File: src/rtl/tcm_dport_adapter_if.sv
// ----------------------------------------------------------------------------
// tcm_dport_adapter_if
// CPU data-port bundle between a 32-bit requester and tcm_dport_adapter.
//
// Request (requester -> adapter):
//   mem_addr_i[31:0], mem_data_wr_i[31:0], mem_rd_i, mem_wr_i[3:0],
//   mem_req_tag_i[TAG_W-1:0]
//   mem_accept_o: the request is taken in every cycle where it is asserted
//   together with mem_accept_o.
// Response (adapter -> requester):
//   mem_ack_o, mem_data_rd_o[31:0], mem_resp_tag_o[TAG_W-1:0], mem_error_o
//   mem_resp_ready_i: the response is consumed in every cycle where
//   mem_ack_o & mem_resp_ready_i; while mem_ack_o & !mem_resp_ready_i the
//   response fields hold stable.
//
// Modports: slave = adapter side, master = requester side.
// ----------------------------------------------------------------------------
interface tcm_dport_adapter_if #(
    parameter int TAG_W = 8
);
    logic [31:0]      mem_addr_i;
    logic [31:0]      mem_data_wr_i;
    logic             mem_rd_i;
    logic [3:0]       mem_wr_i;
    logic [TAG_W-1:0] mem_req_tag_i;
    logic             mem_accept_o;
    logic             mem_ack_o;
    logic             mem_resp_ready_i;
    logic [31:0]      mem_data_rd_o;
    logic [TAG_W-1:0] mem_resp_tag_o;
    logic             mem_error_o;

    modport slave (
        input  mem_addr_i, mem_data_wr_i, mem_rd_i, mem_wr_i, mem_req_tag_i,
        input  mem_resp_ready_i,
        output mem_accept_o, mem_ack_o, mem_data_rd_o, mem_resp_tag_o, mem_error_o
    );

    modport master (
        output mem_addr_i, mem_data_wr_i, mem_rd_i, mem_wr_i, mem_req_tag_i,
        output mem_resp_ready_i,
        input  mem_accept_o, mem_ack_o, mem_data_rd_o, mem_resp_tag_o, mem_error_o
    );
endinterface

File: src/rtl/tcm_dport_adapter.sv
// ----------------------------------------------------------------------------
// tcm_dport_adapter
// Adapts a 32-bit byte-addressed CPU data port onto one port of a 64-bit TCM
// RAM with a fixed 1-cycle read latency. Write strobes are steered onto the
// addressed 32-bit half, the read half is selected on return, and responses
// are buffered in a small in-order FIFO so the requester may back-pressure.
//
// Ports:
//   clk_i, rst_i       clock (posedge) / synchronous active-high reset
//   mem                tcm_dport_adapter_if.slave (CPU request/response)
//   ram_addr_o[13:0]   RAM word address = mem_addr_i[16:3]
//   ram_data_wr_o[63:0] write data replicated on both halves
//   ram_wr_o[7:0]      RAM byte enables
//   ram_data_rd_i[63:0] RAM read data, valid the cycle after the address
//
// Optional feature macro: TCM_DPORT_ERR_EN
//   Defined: accesses outside [BASE_ADDR, BASE_ADDR+128KB) are accepted but do
//   not write the RAM and respond with mem_error_o=1 and data 0.
//   Undefined: mem_error_o is 0 and the TCM aliases across all addresses.
// ----------------------------------------------------------------------------
module tcm_dport_adapter #(
    parameter int          RESP_DEPTH = 2,
    parameter int          TAG_W      = 8,
    parameter logic [31:0] BASE_ADDR  = 32'h0000_0000
) (
    input  logic                 clk_i,
    input  logic                 rst_i,
    tcm_dport_adapter_if.slave   mem,
    output logic [13:0]          ram_addr_o,
    output logic [63:0]          ram_data_wr_o,
    output logic [7:0]           ram_wr_o,
    input  logic [63:0]          ram_data_rd_i
);
    localparam int AW = (RESP_DEPTH > 1) ? $clog2(RESP_DEPTH) : 1;
    localparam int CW = AW + 1;
    localparam logic [CW-1:0] DEPTH_C = CW'(RESP_DEPTH);

    // Request side
    logic          req_wr;
    logic          req;
    logic          accept;
    logic          acc;
    logic          addr_err;
    logic [CW-1:0] occ;

    // Registered state of the access that is in the RAM this cycle
    logic             inflight_q;
    logic             half_q;
    logic             wr_q;
    logic             err_q;
    logic [TAG_W-1:0] tag_q;
    logic [31:0]      resp_data;

    // Response FIFO
    logic [31:0]      fifo_data [RESP_DEPTH];
    logic [TAG_W-1:0] fifo_tag  [RESP_DEPTH];
    logic             fifo_err  [RESP_DEPTH];
    logic [AW-1:0]    wptr_q;
    logic [AW-1:0]    rptr_q;
    logic [CW-1:0]    count_q;
    logic             push;
    logic             pop;

    logic             ack;
    logic [31:0]      out_data;
    logic [TAG_W-1:0] out_tag;
    logic             out_err;

    assign req_wr = |mem.mem_wr_i;
    assign req    = mem.mem_rd_i | req_wr;

`ifdef TCM_DPORT_ERR_EN
    logic [31:0] addr_off;
    logic        unused_addr;
    // Unsigned offset keeps the window check correct even near 2^32.
    assign addr_off    = mem.mem_addr_i - BASE_ADDR;
    assign addr_err    = |addr_off[31:17];
    assign unused_addr = ^{addr_off[16:0], mem.mem_addr_i[1:0]};
`else
    logic unused_addr;
    assign addr_err    = 1'b0;
    assign unused_addr = ^{mem.mem_addr_i[31:17], mem.mem_addr_i[1:0], BASE_ADDR};
`endif

    // Pops in the same cycle are deliberately not credited: keeps accept off
    // the response-ready path at the cost of needing RESP_DEPTH>=2 for
    // full throughput.
    assign occ    = count_q + CW'(inflight_q);
    assign accept = !rst_i && (occ < DEPTH_C);
    assign acc    = req && accept;

    assign ram_addr_o    = mem.mem_addr_i[16:3];
    assign ram_data_wr_o = {mem.mem_data_wr_i, mem.mem_data_wr_i};

    always_comb begin
        ram_wr_o = 8'h00;
        if (acc && req_wr && !addr_err) begin
            ram_wr_o = mem.mem_addr_i[2] ? {mem.mem_wr_i, 4'h0} : {4'h0, mem.mem_wr_i};
        end
    end

    always_ff @(posedge clk_i) begin
        if (rst_i) begin
            inflight_q <= 1'b0;
            half_q     <= 1'b0;
            wr_q       <= 1'b0;
            err_q      <= 1'b0;
            tag_q      <= '0;
        end else begin
            inflight_q <= acc;
            if (acc) begin
                half_q <= mem.mem_addr_i[2];
                wr_q   <= req_wr;
                err_q  <= addr_err;
                tag_q  <= mem.mem_req_tag_i;
            end
        end
    end

    assign resp_data = (wr_q || err_q) ? 32'h0 :
                       (half_q ? ram_data_rd_i[63:32] : ram_data_rd_i[31:0]);

    // Empty FIFO: the RAM response is presented directly and only stored if
    // the requester stalls it. Otherwise the head is presented and every new
    // response queues behind it so ordering is preserved.
    always_comb begin
        ack      = 1'b0;
        out_data = 32'h0;
        out_tag  = '0;
        out_err  = 1'b0;
        push     = 1'b0;
        pop      = 1'b0;
        if (!rst_i) begin
            if (count_q == '0) begin
                ack  = inflight_q;
                push = inflight_q && !mem.mem_resp_ready_i;
                if (inflight_q) begin
                    out_data = resp_data;
                    out_tag  = tag_q;
                    out_err  = err_q;
                end
            end else begin
                ack      = 1'b1;
                pop      = mem.mem_resp_ready_i;
                push     = inflight_q;
                out_data = fifo_data[rptr_q];
                out_tag  = fifo_tag[rptr_q];
                out_err  = fifo_err[rptr_q];
            end
        end
    end

    always_ff @(posedge clk_i) begin
        if (rst_i) begin
            wptr_q  <= '0;
            rptr_q  <= '0;
            count_q <= '0;
        end else begin
            if (push) wptr_q <= wptr_q + 1'b1;
            if (pop)  rptr_q <= rptr_q + 1'b1;
            count_q <= count_q + CW'(push) - CW'(pop);
        end
    end

    // Storage needs no reset; occupancy is tracked by the pointers.
    always_ff @(posedge clk_i) begin
        if (push) begin
            fifo_data[wptr_q] <= resp_data;
            fifo_tag[wptr_q]  <= tag_q;
            fifo_err[wptr_q]  <= err_q;
        end
    end

    assign mem.mem_accept_o   = accept;
    assign mem.mem_ack_o      = ack;
    assign mem.mem_data_rd_o  = out_data;
    assign mem.mem_resp_tag_o = out_tag;
    assign mem.mem_error_o    = out_err;
endmodule

File: src/flat_wrapper.sv
// flat-port wrapper written by rule: the top's interface ports become plain ports
module tcm_dport_adapter_flat 
#(
    parameter int          RESP_DEPTH = 2,
    parameter int          TAG_W      = 8,
    parameter logic [31:0] BASE_ADDR  = 32'h0000_0000
)
  (clk_i, rst_i, ram_addr_o, ram_data_wr_o, ram_wr_o, ram_data_rd_i, mem_mem_addr_i, mem_mem_data_wr_i, mem_mem_rd_i, mem_mem_wr_i, mem_mem_req_tag_i, mem_mem_resp_ready_i, mem_mem_accept_o, mem_mem_ack_o, mem_mem_data_rd_o, mem_mem_resp_tag_o, mem_mem_error_o);
  tcm_dport_adapter_if #(.TAG_W(TAG_W)) mem_i ();
  input  logic clk_i;
  input  logic rst_i;
  output logic [13:0] ram_addr_o;
  output logic [63:0] ram_data_wr_o;
  output logic [7:0] ram_wr_o;
  input  logic [63:0] ram_data_rd_i;
  input wire logic [$bits(mem_i.mem_addr_i)-1:0] mem_mem_addr_i;
  input wire logic [$bits(mem_i.mem_data_wr_i)-1:0] mem_mem_data_wr_i;
  input wire logic [$bits(mem_i.mem_rd_i)-1:0] mem_mem_rd_i;
  input wire logic [$bits(mem_i.mem_wr_i)-1:0] mem_mem_wr_i;
  input wire logic [$bits(mem_i.mem_req_tag_i)-1:0] mem_mem_req_tag_i;
  input wire logic [$bits(mem_i.mem_resp_ready_i)-1:0] mem_mem_resp_ready_i;
  output wire logic [$bits(mem_i.mem_accept_o)-1:0] mem_mem_accept_o;
  output wire logic [$bits(mem_i.mem_ack_o)-1:0] mem_mem_ack_o;
  output wire logic [$bits(mem_i.mem_data_rd_o)-1:0] mem_mem_data_rd_o;
  output wire logic [$bits(mem_i.mem_resp_tag_o)-1:0] mem_mem_resp_tag_o;
  output wire logic [$bits(mem_i.mem_error_o)-1:0] mem_mem_error_o;
  assign mem_i.mem_addr_i = mem_mem_addr_i;
  assign mem_i.mem_data_wr_i = mem_mem_data_wr_i;
  assign mem_i.mem_rd_i = mem_mem_rd_i;
  assign mem_i.mem_wr_i = mem_mem_wr_i;
  assign mem_i.mem_req_tag_i = mem_mem_req_tag_i;
  assign mem_i.mem_resp_ready_i = mem_mem_resp_ready_i;
  assign mem_mem_accept_o = mem_i.mem_accept_o;
  assign mem_mem_ack_o = mem_i.mem_ack_o;
  assign mem_mem_data_rd_o = mem_i.mem_data_rd_o;
  assign mem_mem_resp_tag_o = mem_i.mem_resp_tag_o;
  assign mem_mem_error_o = mem_i.mem_error_o;
  tcm_dport_adapter #(.RESP_DEPTH(RESP_DEPTH), .TAG_W(TAG_W), .BASE_ADDR(BASE_ADDR)) u_core (.clk_i(clk_i), .rst_i(rst_i), .mem(mem_i), .ram_addr_o(ram_addr_o), .ram_data_wr_o(ram_data_wr_o), .ram_wr_o(ram_wr_o), .ram_data_rd_i(ram_data_rd_i));
endmodule
File: config.mk
export PLATFORM = sky130hd
export DESIGN_NAME = tcm_dport_adapter_flat
export DESIGN_NICKNAME = d
export VERILOG_FILES = /design/src/rtl/tcm_dport_adapter_if.sv /design/src/rtl/tcm_dport_adapter.sv /design/src/flat_wrapper.sv
export SDC_FILE = /design/constraint.sdc
export NUM_CORES = 1
export LEC_CHECK = 0
export CORE_AREA = 2 2 104 131
export CTS_BUF_LIST = sky130_fd_sc_hd__clkbuf_16
export DETAILED_ROUTE_END_ITERATION = 7
export DIE_AREA = 0 0 106 133
export PLACE_DENSITY = 0.84
export SLEW_MARGIN = 10
export SYNTH_ARGS = -nofsm -noshare
export SYNTH_HDL_FRONTEND = slang
export SYNTH_SLANG_ARGS = --single-unit
export TNS_END_PERCENT = 20
File: constraint.sdc
create_clock -name clk_i -period 12.85 [get_ports clk_i]
set_input_delay 1.285 -clock clk_i [delete_from_list [all_inputs] [get_ports clk_i]]
set_output_delay 1.285 -clock clk_i [all_outputs]
set_load 0.02 [all_outputs]
==> impl_metrics.env <==
export IMPL_cp_required_ns=11.56
export IMPL_finalSetupViolCount=0
export IMPL_root_buffer="clkbuf_16"
export IMPL_antenna_found_initial=0
export IMPL_cts_buffer_depth=2
export IMPL_path_max_fanout=62
export IMPL_synth_adder_area_share_pct=0.465
export IMPL_die_w_um=106
export IMPL_placed_cells=658
export IMPL_num_rows=47
export IMPL_ys_flop_type="edfxtp_1"
export IMPL_synth_area_leaders="edfxtp_1 45%, mux2i_1 13%, buf_4 11%, dfxtp_1 5.9%, o32a_1 5.9%"
export IMPL_io_buffers=130
export IMPL_clk_latency_ns=0.33
export IMPL_total_power_uw=949
export IMPL_start_util_pct=41.4
export IMPL_detailed_place_hpwl_um=7910
export IMPL_overflow=0
export IMPL_maxSlewViolCount=0
export IMPL_numCtsBuffers=9
export IMPL_drc=0
export IMPL_synthToLayoutAreaGrowth_pct=20.9
export IMPL_arrival_ns=3.70
export IMPL_fin_skew_ns=0.00713
export IMPL_finalSetupTns_ns=0
export IMPL_cap_violations=0
export IMPL_drtIter0Drc=119
export IMPL_rsz0062_at_grt="false"
export IMPL_reg2reg_from="u_core.count_q[1]"
export IMPL_die_area_mm2=0.0141
export IMPL_num_antenna_cells=0
export IMPL_min_from="u_core.tag_q[1]"
export IMPL_syn_nets=607
export IMPL_num_vias=3509
export IMPL_ys_ff_latch=96
export IMPL_core_mm2=0.0130
export IMPL_cts_clk_slew_worst_paths_ns=0.07
export IMPL_yosys_area_top_type="edfxtp_1"
export IMPL_drt_pass1_iterations=4
export IMPL_synth_compound_area_share_pct=7.11
export IMPL_syn_inst=461
export IMPL_period_share_pct=38.8
export IMPL_pin_count=273
export IMPL_grt_max_degree=66
export IMPL_worst_slew_pin_slew_ns=1.18
export IMPL_fin_nets=644
export IMPL_ir_worst_vdd_v=0.0000720
export IMPL_final_cell_area_mm2=0.00651
export IMPL_stdcell_count=674
export IMPL_async_flop_share_pct=0
export IMPL_slew_headroom_pct=21.6
export IMPL_min_delay_worst_endpoint="u_core.fifo_tag[1][1]"
export IMPL_endpoint_kind="output pin"
export IMPL_synth_avg_cell_area_um2=11.7
export IMPL_wl_um=11700
export IMPL_drtAntennaViolNets=0
export IMPL_ys_seq_area_share_pct=50.6
export IMPL_hold_class="flop to flop"
export IMPL_routedWlPerCell_um=17.4
export IMPL_synth_top_area_share_pct=44.6
export IMPL_p_leak_nw=2.23
export IMPL_synth_area_mm2=0.00538
export IMPL_synth_edf_count=80
export IMPL_track_usage_pct=16.8
export IMPL_outcome="finished, final reports clean"
export IMPL_cts_resized=0
export IMPL_regToRegEndpoint="u_core.count_q[1]"
export IMPL_routed_via_density=5.21
export IMPL_final_util_pct=50.1
export IMPL_finalHoldViolations=0
export IMPL_criticalPathCategory="input port to output pin"
export IMPL_synthSimpleGateAreaFrac_pct=10.0
export IMPL_cellPowerDensity_mw_per_mm2=146
export IMPL_synth_xor_area_share_pct=0.325
export IMPL_post_cts_setup_buffer_count=0
export IMPL_ff2ff_setup_slack_ns=10.87
export IMPL_place_ws_ns=7.88
export IMPL_synthDistinctLibCells=35
export IMPL_cts_sinks=96
export IMPL_grt_pass1_vias=3775
export IMPL_cts_hold_buf=0
export IMPL_synthMuxAreaShare_pct=16.9
export IMPL_layout_setup_ws_ns=7.87
export IMPL_whs_ns=0.485
export IMPL_worstSetupStartpointType="input port"
export IMPL_gp_congestion=0.747
export IMPL_synth_top_family_by_area="multiplexers"
export IMPL_yosysWarningCount=0
export IMPL_period_minus_slack_ns=4.98
export IMPL_cts_tree="done"
export IMPL_grt_pass1_wl_um=18600
export IMPL_max_freq_mhz=201
export IMPL_drive_above_1_share_pct=11.3
export IMPL_ctsHtreeMaxLevel=3
export IMPL_reg2reg_depth=8
export IMPL_hold_depth=0
export IMPL_place_area_mm2=0.00620
export IMPL_die_h_um=133
## cell families (layout without fill, tap and decap cells)
family / Yosys count / in the layout
AO/OA/AOI/OAI: 40 / 40
XOR/XNOR: 2 / 2
adder cells (fa/ha/maj): 2 / 2
buffers and inverters: 116 / 158
flip-flops: 96 / 96
multiplexers: 89 / 89
other: 1 / 1
AND/OR/NAND/NOR: 115 / 115
## power breakdown
| part | switching, mW | internal, mW |
|---|---|---|
| Sequential | 0.0334 | 0.372 |
| Clock | 0.120 | 0.147 |
| Combinational | 0.138 | 0.139 |
## state kept, by name, summed over array words and instances (netlist names), named ones only
name	count
u_core.wptr_q	1
u_core.half_q	1
u_core.rptr_q	1
u_core.fifo_tag	16
u_core.wr_q	1
u_core.count_q	2
u_core.tag_q	8
u_core.inflight_q	1
u_core.fifo_data	64
## worst max-delay path by stage
stage	from	endpoint	slack (ns)	depth (start not counted)
after detailed placement	rst_i	ram_wr_o[6]	7.88	6
after CTS	rst_i	ram_wr_o[6]	7.85	6
after global routing	rst_i	ram_wr_o[7]	7.63	6
after global placement	rst_i	ram_wr_o[6]	7.90	6
final	rst_i	ram_wr_o[6]	7.87	6
after floorplan	rst_i	u_core.fifo_data[1][0]	7.76	3
## metal layers
metal	GRT usage [%]	vias to the layer above	share of wire, %
li1	-	1660	-
met5	0	-	0
met2	31.0	117	53
met1	17.8	1691	39
met4	9.14	0	3.8
met3	3.25	41	4.8
## layout make-up
type | instances | area, um2
Clock inverter | 6 | 53.8
Inverter | 6 | 22.5
Timing Repair Buffer | 136 | 1340
Tap cell | 171 | 214
Fill cell | 1145 | 6490
Sequential cell | 96 | 2730
Clock buffer | 10 | 250
Multi-Input combinational cell | 249 | 1900
## cells in the final DEF (no fill, tap or decap), drive strengths merged, types with 3 or more instances in the layout
cell type / netlist / layout
dfxtp: 16 / 16
and2b: 9 / 9
clkdlybuf4s50: 0 / 129
o32a: 32 / 32
nand2: 8 / 8
mux2i: 72 / 72
edfxtp: 80 / 80
buf: 93 / 7
mux2: 17 / 17
clkbuf: 17 / 10
and3: 4 / 4
o21ai: 3 / 3
nor3b: 6 / 6
inv: 6 / 10
nor2: 79 / 79
## critical path: stages
cell and delay [ns]:
buf_2 0.86, and4b_1 0.34, nor2_1 0.27, inv_1 0.16
and3_2 0.23, clkdlybuf4s50_1 0.53
## synthesized netlist by cell type (2+ instances only)
cell type	count
a21oi_1	2
and2b_2	8
and3_1	3
buf_1	2
buf_2	7
buf_4	79
buf_6	5
clkbuf_1	16
dfxtp_1	16
edfxtp_1	80
ha_1	2
inv_1	6
mux2_2	17
mux2i_1	72
nand2_1	8
nor2_1	79
nor3_1	2
nor3b_1	6
o21ai_0	3
o32a_1	32
xor2_1	2
Note: power is estimated with default switching activity, not from simulation.
